==> config.mk <==
export PLATFORM = sky130hd
export DESIGN_NAME = stepper_step_ctrl_flat
export DESIGN_NICKNAME = d
export VERILOG_FILES = /design/src/rtl/stepper_step_ctrl_if.sv /design/src/rtl/stepper_step_ctrl.sv /design/src/flat_wrapper.sv
export SDC_FILE = /design/constraint.sdc
export NUM_CORES = 1
export LEC_CHECK = 0
export BUFFER_PORTS_ARGS = -buffer_cell sky130_fd_sc_hd__buf_2
export CORE_MARGIN = 2
export CORE_UTILIZATION = 55
export DETAILED_ROUTE_END_ITERATION = 8
export PLACE_DENSITY = 0.74
export SLEW_MARGIN = 40
export SYNTH_ARGS = -nofsm -noshare
export SYNTH_HDL_FRONTEND = slang
export SYNTH_SLANG_ARGS = --single-unit
==> constraint.sdc <==
create_clock -name clk -period 6.35 [get_ports clk]
set_input_delay 0.3175 -clock clk [delete_from_list [all_inputs] [get_ports clk]]
set_output_delay 0.3175 -clock clk [all_outputs]
set_load 0.01 [all_outputs]
==> src/rtl/stepper_step_ctrl_if.sv <==
// Command handshake bundle for stepper_step_ctrl: valid/ready plus the move parameters.
interface stepper_step_ctrl_if #(
    parameter int CNT_W = 16,
    parameter int DIV_W = 16
);
    logic             cmd_valid;
    logic             cmd_ready;
    logic [CNT_W-1:0] cmd_steps;
    logic             cmd_dir;
    logic [DIV_W-1:0] cmd_period;

    modport master (
        output cmd_valid, cmd_steps, cmd_dir, cmd_period,
        input  cmd_ready
    );

    modport slave (
        input  cmd_valid, cmd_steps, cmd_dir, cmd_period,
        output cmd_ready
    );
endinterface

==> src/rtl/stepper_step_ctrl.sv <==
// Move command stage for the stepper phase sequencer: emits step_en strobes every cmd_period clocks.
// Optional macro STEP_ABORT_EN adds an abort input that ends a running move early.
module stepper_step_ctrl #(
    parameter int CNT_W = 16,
    parameter int DIV_W = 16
) (
    input  logic               clk,
    input  logic               rst,
`ifdef STEP_ABORT_EN
    input  logic               abort,
`endif
    stepper_step_ctrl_if.slave cmd,
    output logic               step_en,
    output logic               dir,
    output logic               busy,
    output logic [CNT_W-1:0]   remaining,
    output logic               done
);

    typedef enum logic [1:0] {
        S_IDLE = 2'd0,
        S_RUN  = 2'd1,
        S_DONE = 2'd2
    } state_t;

    state_t           r_state,  w_state_nxt;
    logic [CNT_W-1:0] r_rem,    w_rem_nxt;
    logic [DIV_W-1:0] r_tick,   w_tick_nxt;
    logic [DIV_W-1:0] r_period, w_period_nxt;
    logic             r_dir,    w_dir_nxt;
    logic             r_step,   w_step_nxt;
    logic             r_done,   w_done_nxt;
    logic             r_busy,   w_busy_nxt;
    logic [DIV_W-1:0] w_p_eff;
    logic             w_abort;

`ifdef STEP_ABORT_EN
    assign w_abort = abort;
`else
    assign w_abort = 1'b0;
`endif

    assign w_p_eff = (cmd.cmd_period == '0) ? DIV_W'(1) : cmd.cmd_period;

    always_ff @(posedge clk or negedge rst) begin
        if (!rst) begin
            r_state  <= S_IDLE;
            r_rem    <= '0;
            r_tick   <= '0;
            r_period <= '0;
            r_dir    <= 1'b0;
            r_step   <= 1'b0;
            r_done   <= 1'b0;
            r_busy   <= 1'b0;
        end else begin
            r_state  <= w_state_nxt;
            r_rem    <= w_rem_nxt;
            r_tick   <= w_tick_nxt;
            r_period <= w_period_nxt;
            r_dir    <= w_dir_nxt;
            r_step   <= w_step_nxt;
            r_done   <= w_done_nxt;
            r_busy   <= w_busy_nxt;
        end
    end

    // Strobe outputs are computed one cycle ahead so step_en lands exactly on multiples of the period.
    always_comb begin
        w_state_nxt  = r_state;
        w_rem_nxt    = r_rem;
        w_tick_nxt   = r_tick;
        w_period_nxt = r_period;
        w_dir_nxt    = r_dir;
        w_step_nxt   = 1'b0;
        w_done_nxt   = 1'b0;
        w_busy_nxt   = r_busy;
        case (r_state)
            S_IDLE: begin
                w_busy_nxt = 1'b0;
                if (cmd.cmd_valid) begin
                    w_dir_nxt    = cmd.cmd_dir;
                    w_period_nxt = w_p_eff;
                    w_rem_nxt    = cmd.cmd_steps;
                    w_tick_nxt   = w_p_eff - DIV_W'(1);
                    w_busy_nxt   = 1'b1;
                    if (cmd.cmd_steps == '0) begin
                        w_state_nxt = S_DONE;
                        w_done_nxt  = 1'b1;
                    end else begin
                        w_state_nxt = S_RUN;
                        w_step_nxt  = (w_p_eff == DIV_W'(1));
                    end
                end
            end
            S_RUN: begin
                if (r_step) begin
                    // A strobe in flight is always counted, even when an abort arrives with it.
                    w_rem_nxt  = r_rem - CNT_W'(1);
                    w_tick_nxt = r_period - DIV_W'(1);
                    if ((r_rem == CNT_W'(1)) || w_abort) begin
                        w_state_nxt = S_DONE;
                        w_done_nxt  = 1'b1;
                    end else begin
                        w_step_nxt = (r_period == DIV_W'(1));
                    end
                end else begin
                    w_tick_nxt = r_tick - DIV_W'(1);
                    if (w_abort) begin
                        w_state_nxt = S_DONE;
                        w_done_nxt  = 1'b1;
                    end else begin
                        w_step_nxt = (r_tick == DIV_W'(1));
                    end
                end
            end
            S_DONE: begin
                w_state_nxt = S_IDLE;
                w_busy_nxt  = 1'b0;
            end
            default: begin
                w_state_nxt = S_IDLE;
                w_busy_nxt  = 1'b0;
            end
        endcase
    end

    assign cmd.cmd_ready = (r_state == S_IDLE);
    assign step_en       = r_step;
    assign dir           = r_dir;
    assign busy          = r_busy;
    assign remaining     = r_rem;
    assign done          = r_done;

endmodule
==> src/flat_wrapper.sv <==
// flat-port wrapper written by rule: the top's interface ports become plain ports
module stepper_step_ctrl_flat 
#(
    parameter int CNT_W = 16,
    parameter int DIV_W = 16
)
  (clk, rst, step_en, dir, busy, remaining, done, cmd_cmd_valid, cmd_cmd_steps, cmd_cmd_dir, cmd_cmd_period, cmd_cmd_ready);
  stepper_step_ctrl_if #(.CNT_W(CNT_W), .DIV_W(DIV_W)) cmd_i ();
  input  logic clk;
  input  logic rst;
  output logic step_en;
  output logic dir;
  output logic busy;
  output logic [CNT_W-1:0] remaining;
  output logic done;
  input wire logic [$bits(cmd_i.cmd_valid)-1:0] cmd_cmd_valid;
  input wire logic [$bits(cmd_i.cmd_steps)-1:0] cmd_cmd_steps;
  input wire logic [$bits(cmd_i.cmd_dir)-1:0] cmd_cmd_dir;
  input wire logic [$bits(cmd_i.cmd_period)-1:0] cmd_cmd_period;
  output wire logic [$bits(cmd_i.cmd_ready)-1:0] cmd_cmd_ready;
  assign cmd_i.cmd_valid = cmd_cmd_valid;
  assign cmd_i.cmd_steps = cmd_cmd_steps;
  assign cmd_i.cmd_dir = cmd_cmd_dir;
  assign cmd_i.cmd_period = cmd_cmd_period;
  assign cmd_cmd_ready = cmd_i.cmd_ready;
  stepper_step_ctrl #(.CNT_W(CNT_W), .DIV_W(DIV_W)) u_core (.clk(clk), .rst(rst), .cmd(cmd_i), .step_en(step_en), .dir(dir), .busy(busy), .remaining(remaining), .done(done));
endmodule
Word level (Yosys, flattened, before mapping)
Cells that the tools add are included.

Bits in registers: 54. Output and inout bits: 21.

Add/subtract/negate cells: 4. Equal/unequal tests: 8. Muxes and demuxes: 24. Reductions and logical operators: 8.

Operators by type and width (count): $mux W16 (5); $eq A16 B1 Y1 const B (4); $pmux W16 S2 (2); $sub A16 B1 Y16 const B (4); $logic_not A16 Y1 (2); $mux W1 (9); $mux W2 (4); $pmux W1 S2 (3); $reduce_and A3 Y1 (2); $ne A2 B1 Y1 const B (2); $pmux W2 S2 (1); $reduce_and A2 Y1 (2); $eq A2 B1 Y1 const B (1); $logic_not A2 Y1 (1); $ne A2 B2 Y1 const B (1); $reduce_bool A2 Y1 (1).

Longest topological paths before layout
Gate-level depths: netlist (run 1).

Word-level depth: 6. Mapped depth: 9.

Least setup slack after synthesis (run 1)
OpenSTA, ideal clock, no wires.

Path kind: in2reg. Start point: in cmd_cmd_period[9]. End point: reg u_core.r_tick[14]. Data arrival time: 2.043 ns. Setup time: 0.126 ns. Buffers on the path: 0. Required time: 6.224 ns. Setup slack: 4.181 ns. Stages: 9. Cells stage by stage: nor4_2 > and2_1 > a31oi_1 > ha_1 > nor3b_2 > nand4_1 > xor2_1 > a21oi_1 > a221o_1.

Word-level cells in the longest chain between the ends: 5.

RTL lines: from (decl) (line flat_wrapper.sv:19) `input wire logic [$bits(cmd_i.cmd_period)-1:0] cmd_cmd_period;`; $logic_not A16 Y1 (line stepper_step_ctrl.sv:43) `assign w_p_eff = (cmd.cmd_period == '0) ? DIV_W'(1) : cmd.cmd_period;`; $mux W16 (*) (line stepper_step_ctrl.sv:43); $sub A16 B1 Y16 (*) (line stepper_step_ctrl.sv:84) `w_tick_nxt = w_p_eff - DIV_W'(1);`; $mux W16 (*) (line stepper_step_ctrl.sv:80) `if (cmd.cmd_valid) begin`; $pmux W16 S2 (*) (line stepper_step_ctrl.sv:77) `case (r_state)`; to (signal assigned) (line stepper_step_ctrl.sv:58) `r_tick <= w_tick_nxt;`; to (decl) (line stepper_step_ctrl.sv:28) `logic [DIV_W-1:0] r_tick, w_tick_nxt;`.

Every way passes the cells marked *; elsewhere a longest branch is shown, timed or not. The select of a mux whose other input is x is not followed. A chain may end at the register's enable or synchronous reset.

Final worst setup path (run 1)
Start point: reg u_core.r_step (netlist: u_core.step_en). End point: reg u_core.r_rem[14] (netlist: u_core.remaining[14]).

Word-level cells in the longest chain between the ends: 2.

RTL lines: from (decl) (line stepper_step_ctrl.sv:31) `logic r_step, w_step_nxt;`; from (signal assigned) (line stepper_step_ctrl.sv:61) `r_step <= w_step_nxt;`; $ne A2 B1 Y1 (no line); $reduce_and A3 Y1 (no line); to (signal assigned) (line stepper_step_ctrl.sv:57) `r_rem <= w_rem_nxt;`; to (decl) (line stepper_step_ctrl.sv:27) `logic [CNT_W-1:0] r_rem, w_rem_nxt;`.

Every way passes these cells.

==> results of run 1 <==
-- state kept, by name (all words and copies together) (netlist names) --
signal / flops
u_core.step_en: 1
u_core.remaining: 16
u_core.done: 1
u_core.dir: 1
u_core.r_tick: 16
u_core.r_period: 16
u_core.r_state: 2
u_core.busy: 1
-- Yosys cell counts (4+ instances only) --
library cell  number  area [sq um]
nor4_4             6         127.6
o211ai_1           4         30.03
dfrtp_1           54          1351
nand3_1           11         55.05
o21ai_1            7         35.03
inv_1             10         37.54
a21oi_1           26         130.1
a211oi_1           5         37.54
o21ai_0           24         120.1
buf_2              5         25.02
nand4_1            5         31.28
o22ai_1           11         68.82
nor3_1            22         110.1
or3_1              5         31.28
xnor2_1            9         78.83
xor2_1            13         113.9
nand2_1           81         304.0
o21a_1             4         30.03
nor2_1            38         142.6
clkbuf_1          12         45.04
ha_1               8         100.1
nor4_1            11         68.82
-- worst paths after layout --
path | from | to
max | u_core.step_en | u_core.remaining[14]
min | rst | u_core.remaining[3]
max in group asynchronous | rst | u_core.r_period[11]
min reg2reg | u_core.dir | u_core.dir
min in group clk | cmd_cmd_dir | u_core.dir
max reg2reg | u_core.step_en | u_core.remaining[14]
-- report_power, final --
part / internal [mW] / total, mW / switching [mW]
Clock: 0.0764 / 0.186 / 0.109
Sequential: 0.484 / 0.689 / 0.205
Combinational: 0.261 / 0.585 / 0.324
Total: 0.821 / 1.46 / 0.639
-- cells in the final DEF, fill, tap and decap left out, types with 4 or more instances in the layout --
| cell | n |
|---|---|
| a211oi_1 | 5 |
| a21oi_1 | 26 |
| buf_2 | 56 |
| buf_4 | 4 |
| clkbuf_8 | 5 |
| dfrtp_1 | 54 |
| ha_1 | 8 |
| inv_1 | 10 |
| nand2_1 | 80 |
| nand3_1 | 11 |
| nand4_1 | 5 |
| nor2_1 | 38 |
| nor3_1 | 22 |
| nor4_1 | 11 |
| nor4_4 | 6 |
| o211ai_1 | 4 |
| o21a_1 | 4 |
| o21ai_0 | 24 |
| o21ai_1 | 7 |
| o22ai_1 | 11 |
| or3_1 | 5 |
| xnor2_1 | 9 |
| xor2_1 | 13 |
-- through the flow --
step	hold slack [ns]	util	worst slack [ns]	power, mW	cell area [sq um]
6_report	0.1318	0.6223	3.850	1.460	4182
5_1_grt	0.2059	0.6223	3.693	1.577	4182
4_1_cts	0.1668	0.6223	3.859	1.462	4182
3_5_place_dp	0.4593	0.6110	3.796	1.272	4105
3_3_place_gp	0.4545	0.6101	3.872	1.256	4099
2_1_floorplan	0.02191	-	4.181	1.065	3792
-- critical path, cell delays in order (launching register included) --
cell	delay (ns)
dfrtp_1	0.81
or3b_1	0.41
nand2_2	0.31
or3_1	0.41
or4_1	0.41
nand3_1	0.09
-- layout make-up --
cell class	instances	area share
repair buffers	60	0.07421
clock buffers	7	0.01825
flip-flops and latches	54	0.3232
well taps	80	0.02394
multi-input cells	367	0.5515
inverters	10	0.008977
-- metal layers --
| metal | vias to the layer above | share of wire | GRT usage |
|---|---|---|---|
| met2 | 125 | 0.47 | 0.4427 |
| met1 | 1730 | 0.45 | 0.3873 |
| met4 | 0 | 0.020 | 0.08239 |
| met3 | 17 | 0.059 | 0.03697 |
| li1 | 1753 | - | - |
| met5 | - | 0 | 0 |
-- kinds of logic (layout without fill, tap and decap cells) --
family / after synthesis / after routing / synth area share
XOR/XNOR: 23 / 23 / 0.05510
AO/OA/AOI/OAI: 120 / 120 / 0.2122
AND/OR/NAND/NOR: 214 / 214 / 0.3062
buffers and inverters: 31 / 77 / 0.03728
flip-flops: 54 / 54 / 0.3563
adder cells (fa/ha/maj): 8 / 8 / 0.02639
multiplexers: 2 / 2 / 0.006597
==> reports/results.txt, run 1 <==
Die Wd: 87.04 um
Drt drc: 0
Critical Path Sink Type: register
H-tree depth: 2
Critical Path RT: 6.60 ns
Seq/Total Area, Yosys: 0.3563
Area Overhead vs Synth: 10.26%
Synth warn: 0
Vias: 3625
Period utilisation layout: 0.3938
Setup violators final: 0
Post-synthesis cell count: 452
Setup_tns: 0 ns
Antenna cells: 0
Post-DP HPWL: 7.208 mm
Post-placement cell count: 571
First-pass GRT wire length: 16.54 mm
Worst hold path type: input pin to asynchronous set/reset pin
Largest net degree at the start of global routing: 55
Clk sinks: 54
Core area: 0.006719 sq mm
RSZ-0062 raised after global routing: no
CP Max Fanout: 23
CTS tree: yes
Fmax: 399.9 MHz
GR Overflow Total: 0
Clk buf depth: 2
Final cell count without fillers: 578
Top FF cell, synth: dfrtp_1
Hold buffers post-CTS: 0
Status: finished, final reports clean
Number of synthesized flops with an enable pin: 0
Max transition margin: 0.4788
Worst-path clk slew: 0.09 ns
R2R depth: 5
Synth Area per Inst: 8.390 sq um
Worst Path Class, Setup: register to register
Final Hold Fails: 0
# resized after CTS: 0
Number of max-cap violations: 0
# IOs: 57
R2R Setup Slk: 3.85 ns
DIE AREA: 0.007575 sq mm
Initial antenna violation count: 0
Final ANT Viol Nets: 0
Final nets: 542
Clk Latency, worst-skew pair: 0.31 ns
Cts bufs inserted: 5
Initial Utilization: 0.5644
Cell variety after synth: 74
Startpoint types: register
Yosys reg bits: 54
Gp weighted congestion: 0.8939
Pwr dens: 349.1 mW/mm^2
CTS root buf: clkbuf_8
Die Ht: 87.04 um
Setup Skew: 0.004709 ns
WL/cell: 17.24 um
Net Count, Synth: 496
Netlist Area Pre-Place: 0.003792 sq mm
Fillers: 611
Number of global-route vias before repair: 3359
GRT Total Usage: 0.2753
Total Routed Length: 9.964 mm
Vias per cell: 6.272
Initial DRC count: 280
Drt first pass iters: 4
Worst Tran Pin Value: 0.7747 ns
Port Buffers: 56
Async S/R FF share, synth: 1.000
CP arrival: 2.75 ns
Row count: 30
Post-CTS setup repair buffer count: 0
LEAKAGE: 1.736 nW
VDD IR-drop max: 0.1542 mV
Multi-input logic area: 0.002306 sq mm
Fin crit period: 2.500 ns
Storage element area: 0.001351 sq mm
Share of layout cells above drive strength 1: 0.1888
Max-slew violations: 0
Note: power is estimated with default switching activity, not from simulation.
==> run 2, diff against run 1 <==
Settings changed: CORE_UTILIZATION 55 to 52.
Clock period 6.35 ns to 2.2 ns, I/O delays scaled along.
==> reports/results.txt, run 2 (same netlist as run 1, synthesis figures left out) <==
Setup_tns: 0 ns
Worst-path clk slew: 0.09 ns
Area Overhead vs Synth: 18.28%
Critical Path Sink Type: register
Drt first pass iters: 4
Worst Path Class, Setup: register to register
Clk sinks: 54
Worst Tran Pin Value: 0.4982 ns
Initial Utilization: 0.5285
Pwr dens: 1011 mW/mm^2
GR Overflow Total: 0
H-tree depth: 2
Final cell count without fillers: 627
Max-slew violations: 0
Fin crit period: 2.053 ns
Row count: 31
WL/cell: 17.22 um
Vias: 3819
Final ANT Viol Nets: 0
Startpoint types: register
Beginning of the worst register-to-register path: u_core.r_period[1]
Setup Skew: 0.01498 ns
Final nets: 572
CTS root buf: clkbuf_8
Final Hold Fails: 0
Met1 wire length: 4.867 mm
Number of global-route vias before repair: 3551
R2R depth: 7
GRT Total Usage: 0.2787
CP Max Fanout: 5
DR WL met2: 4.951 mm
Worst Hold End: u_core.remaining[14]
Reg2reg end: u_core.r_tick[14]
Vias per cell: 6.091
Post-DP HPWL: 8.131 mm
# IOs: 57
Cts bufs inserted: 5
Port Buffers: 56
Drt drc: 0
Gp weighted congestion: 0.9033
Number of max-cap violations: 0
LEAKAGE: 1.906 nW
Worst hold path type: input pin to register
Antenna cells: 0
Status: finished, final reports clean
RSZ-0062 raised after global routing: no
Fmax: 487.0 MHz
Largest net degree at the start of global routing: 41
Place WS: -0.006201 ns
Most common cell after layout, fill and taps aside: nand2_1
Finished Core Util: 0.6251
Period utilisation layout: 0.9334
Post-placement cell count: 618
CTS tree: yes
Pwr Total: 4.534 mW
Die Wd: 89.40 um
DIE AREA: 0.007992 sq mm
Max transition margin: 0.6679
VDD IR-drop max: 0.5828 mV
Initial DRC count: 266
Critical Path RT: 2.39 ns
Clk buf depth: 2
Most frequent cells in the layout: nand2_1, buf_2, dfrtp_1
Hold Path Depth: 3
Fillers: 636
Setup violators final: 0
Highest Signal Layer: met4
R2R Setup Slk: 0.15 ns
Clk Latency, worst-skew pair: 0.32 ns
Post-CTS setup repair buffer count: 0
Initial antenna violation count: 0
Post-route setup slack: 0.1466 ns
Total Routed Length: 10.80 mm
Share of layout cells above drive strength 1: 0.2330
Startpoint of the worst hold path: cmd_cmd_steps[14]
First-pass GRT wire length: 17.30 mm
Core area: 0.007176 sq mm
Met3 wire length: 794 um
CP arrival: 2.24 ns
Die Ht: 89.40 um
[run 2: power breakdown]
group	internal (mW)	total, mW	switching (mW)
logic	0.851	1.84	0.992
registers	1.40	2.00	0.602
clock network	0.365	0.693	0.329
total	2.61	4.53	1.92
[run 2: cell type report]
cell class,instances,area [sq um],share of cell area
clock buffer,6,82.58,0.01841
sequential,54,1351,0.3013
tap,99,123.9,0.02762
inverter,10,37.54,0.008368
multi-input combinational,367,2305,0.5138
timing repair buffer,90,555.5,0.1238
clock inverter,1,30.03,0.006695
[run 2: worst max-delay path, stage by stage, from the launching register on]
cell     delay (ns)
dfrtp_1        0.44
inv_1          0.13
ha_1           0.19
nor3b_2        0.23
nand2_2        0.10
or3_1          0.35
xnor2_1        0.15
a221o_1        0.35
[run 2: how the worst max path moves through the flow]
| stage | start | end | depth (start not counted) |
|---|---|---|---|
| after floorplan | u_core.r_period[0] | u_core.r_tick[14] | 7 |
| after global placement | cmd_cmd_period[4] | u_core.r_tick[14] | 10 |
| after detailed placement | cmd_cmd_period[4] | u_core.r_tick[14] | 10 |
| after CTS | u_core.r_period[1] | u_core.r_tick[14] | 7 |
| after global routing | u_core.r_tick[8] | u_core.r_tick[14] | 5 |
| final | u_core.r_period[1] | u_core.r_tick[14] | 7 |
[run 2: through the flow]
step,cell area (sq um),hold WS [ns]
2_1_floorplan,3792,-0.1856
3_3_place_gp,4345,0.2690
3_5_place_dp,4348,0.1121
4_1_cts,4481,0.02961
5_1_grt,4486,0.05398
6_report,4486,0.03832
[run 2: what timing repair did]
item | in CTS | in global routing
hold buffers | 2 | 0
resized for setup | 0 | 1
setup endpoints to repair | 0 | 1
hold endpoints to repair | 38 | 0
[run 2: routing by layer]
metal	global-route usage	up-vias
met2	0.4465	183
met5	0	-
li1	-	1801
met3	0.05078	21
met1	0.3892	1814
met4	0.07463	0
==> run 3, diff against run 2 <==
Settings changed: BUFFER_PORTS_ARGS -buffer_cell sky130_fd_sc_hd__buf_2 to -buffer_cell sky130_fd_sc_hd__clkbuf_2.
==> reports/results.txt, run 3 (same netlist as run 1, synthesis figures left out) <==
Status: finished, final reports clean
Highest Signal Layer: met4
Most common cell after layout, fill and taps aside: nand2_1
# resized after CTS: 0
Port Buffers: 56
Max-slew violations: 0
RSZ-0062 raised after global routing: no
Total Routed Length: 10.79 mm
Row count: 31
Drt drc: 0
First-pass GRT wire length: 17.31 mm
Buffer and inverter count on the worst path: 1
Post-placement cell count: 617
Cell family with most CP delay: simple AND/OR/NAND/NOR gates
Number of global-route vias before repair: 3417
Initial DRC count: 299
Final nets: 571
Met3 wire length: 789 um
Drt first pass iters: 5
CP cell instances: inv_1, ha_1, nor3b_1, nand2_2, or3_1, xnor2_1, a221o_1
# IOs: 57
Period utilisation layout: 0.9681
Clk Latency, worst-skew pair: 0.32 ns
Share of layout cells above drive strength 1: 0.2311
Final cell count without fillers: 627
Core area: 0.007176 sq mm
Max transition margin: 0.5290
Setup Skew: 0.01398 ns
Fmax: 469.5 MHz
Gp weighted congestion: 0.9131
Clk buf depth: 2
Fin crit period: 2.130 ns
Worst-path clk slew: 0.11 ns
H-tree depth: 2
Number of max-cap violations: 0
DIE AREA: 0.007992 sq mm
Post-DP HPWL: 7.993 mm
Pwr dens: 1011 mW/mm^2
Final ANT Viol Nets: 0
Worst hold path type: input pin to register
Antenna cells: 0
WL/cell: 17.21 um
Die Ht: 89.40 um
CTS root buf: clkbuf_8
CP arrival: 2.33 ns
Vias: 3794
Initial Utilization: 0.5285
Critical Path RT: 2.40 ns
Critical Path Sink Type: register
GRT Total Usage: 0.2810
Area Overhead vs Synth: 17.78%
Setup violators final: 0
CP Max Fanout: 5
Setup_tns: 0 ns
Most frequent cells in the layout: nand2_1, clkbuf_2, dfrtp_1
Initial antenna violation count: 0
Startpoint types: register
Clk sinks: 54
Die Wd: 89.40 um
Crit-path slowest cell: dfrtp_1
DR WL met2: 4.987 mm
Cts bufs inserted: 5
Vias per cell: 6.051
Hold buffers post-CTS: 2
Slowest stage delay, CP: 0.45 ns
Largest net degree at the start of global routing: 55
GR Overflow Total: 0
Post-CTS setup repair buffer count: 0
Worst Path Class, Setup: register to register
CTS tree: yes
Met1 wire length: 4.905 mm
LEAKAGE: 1.908 nW
Final Hold Fails: 0
VDD IR-drop max: 0.5268 mV
Worst Tran Pin Value: 0.7066 ns
[run 3: power by group]
group	internal [mW]	switching (mW)	total [mW]
Sequential	1.40	0.603	2.00
Combinational	0.840	0.989	1.83
Clock	0.336	0.352	0.688
Total	2.57	1.94	4.51
[run 3: final timing paths]
check / start / end / slack (ns) / cells after the start
setup / recovery: u_core.r_period[1] / u_core.r_tick[14] / 0.07 / 7
setup reg to reg: u_core.r_period[1] / u_core.r_tick[14] / 0.07 / 7
min in group asynchronous: rst / u_core.r_period[3] / 0.46 / 3
hold / removal: cmd_cmd_steps[0] / u_core.remaining[0] / 0.04 / 3
hold reg to reg: u_core.dir / u_core.dir / 0.49 / 2
max in group asynchronous: rst / u_core.r_tick[12] / 1.26 / 3
[run 3: metrics by stage]
| stage | setup WS, ns | util | hold WS, ns | instance area [sq um] | total power [mW] |
|---|---|---|---|---|---|
| 2_1_floorplan | 0.1680 | - | -0.1856 | 3792 | 3.075 |
| 3_3_place_gp | 0.1519 | 0.6045 | 0.2907 | 4338 | 3.725 |
| 3_5_place_dp | 0.03629 | 0.6045 | 0.2952 | 4338 | 3.804 |
| 4_1_cts | 0.1116 | 0.6225 | 0.03569 | 4467 | 4.490 |
| 5_1_grt | 0.02167 | 0.6225 | 0.03746 | 4467 | 4.834 |
| 6_report | 0.07015 | 0.6225 | 0.04325 | 4467 | 4.515 |
[run 3: cell type report]
| class | instances | area [sq um] |
|---|---|---|
| clock buffers | 5 | 68.82 |
| clock inverters | 3 | 40.04 |
| fillers | 652 | 2709 |
| inverters | 10 | 37.54 |
| multi-input cells | 367 | 2300 |
| flip-flops and latches | 54 | 1351 |
| well taps | 99 | 123.9 |
| repair buffers | 89 | 545.5 |
[run 3: metal layers]
metal  track usage  vias to the layer above
met5             0                        -
li1              -                     1806
met1        0.4193                     1809
met4       0.06513                        0
met2        0.4296                      168
met3       0.04432                       11
[run 3: worst register-to-register path: cells and delay by family (launching register included)]
family                     cells  cell delay, ns
buffers and inverters          1            0.13
and+or+nand+nor                3            0.78
DFF                            1            0.45
adders and majority gates      1            0.18
AOI/OAI and AO/OA              1            0.34
xor gates and xnor gates       1            0.13
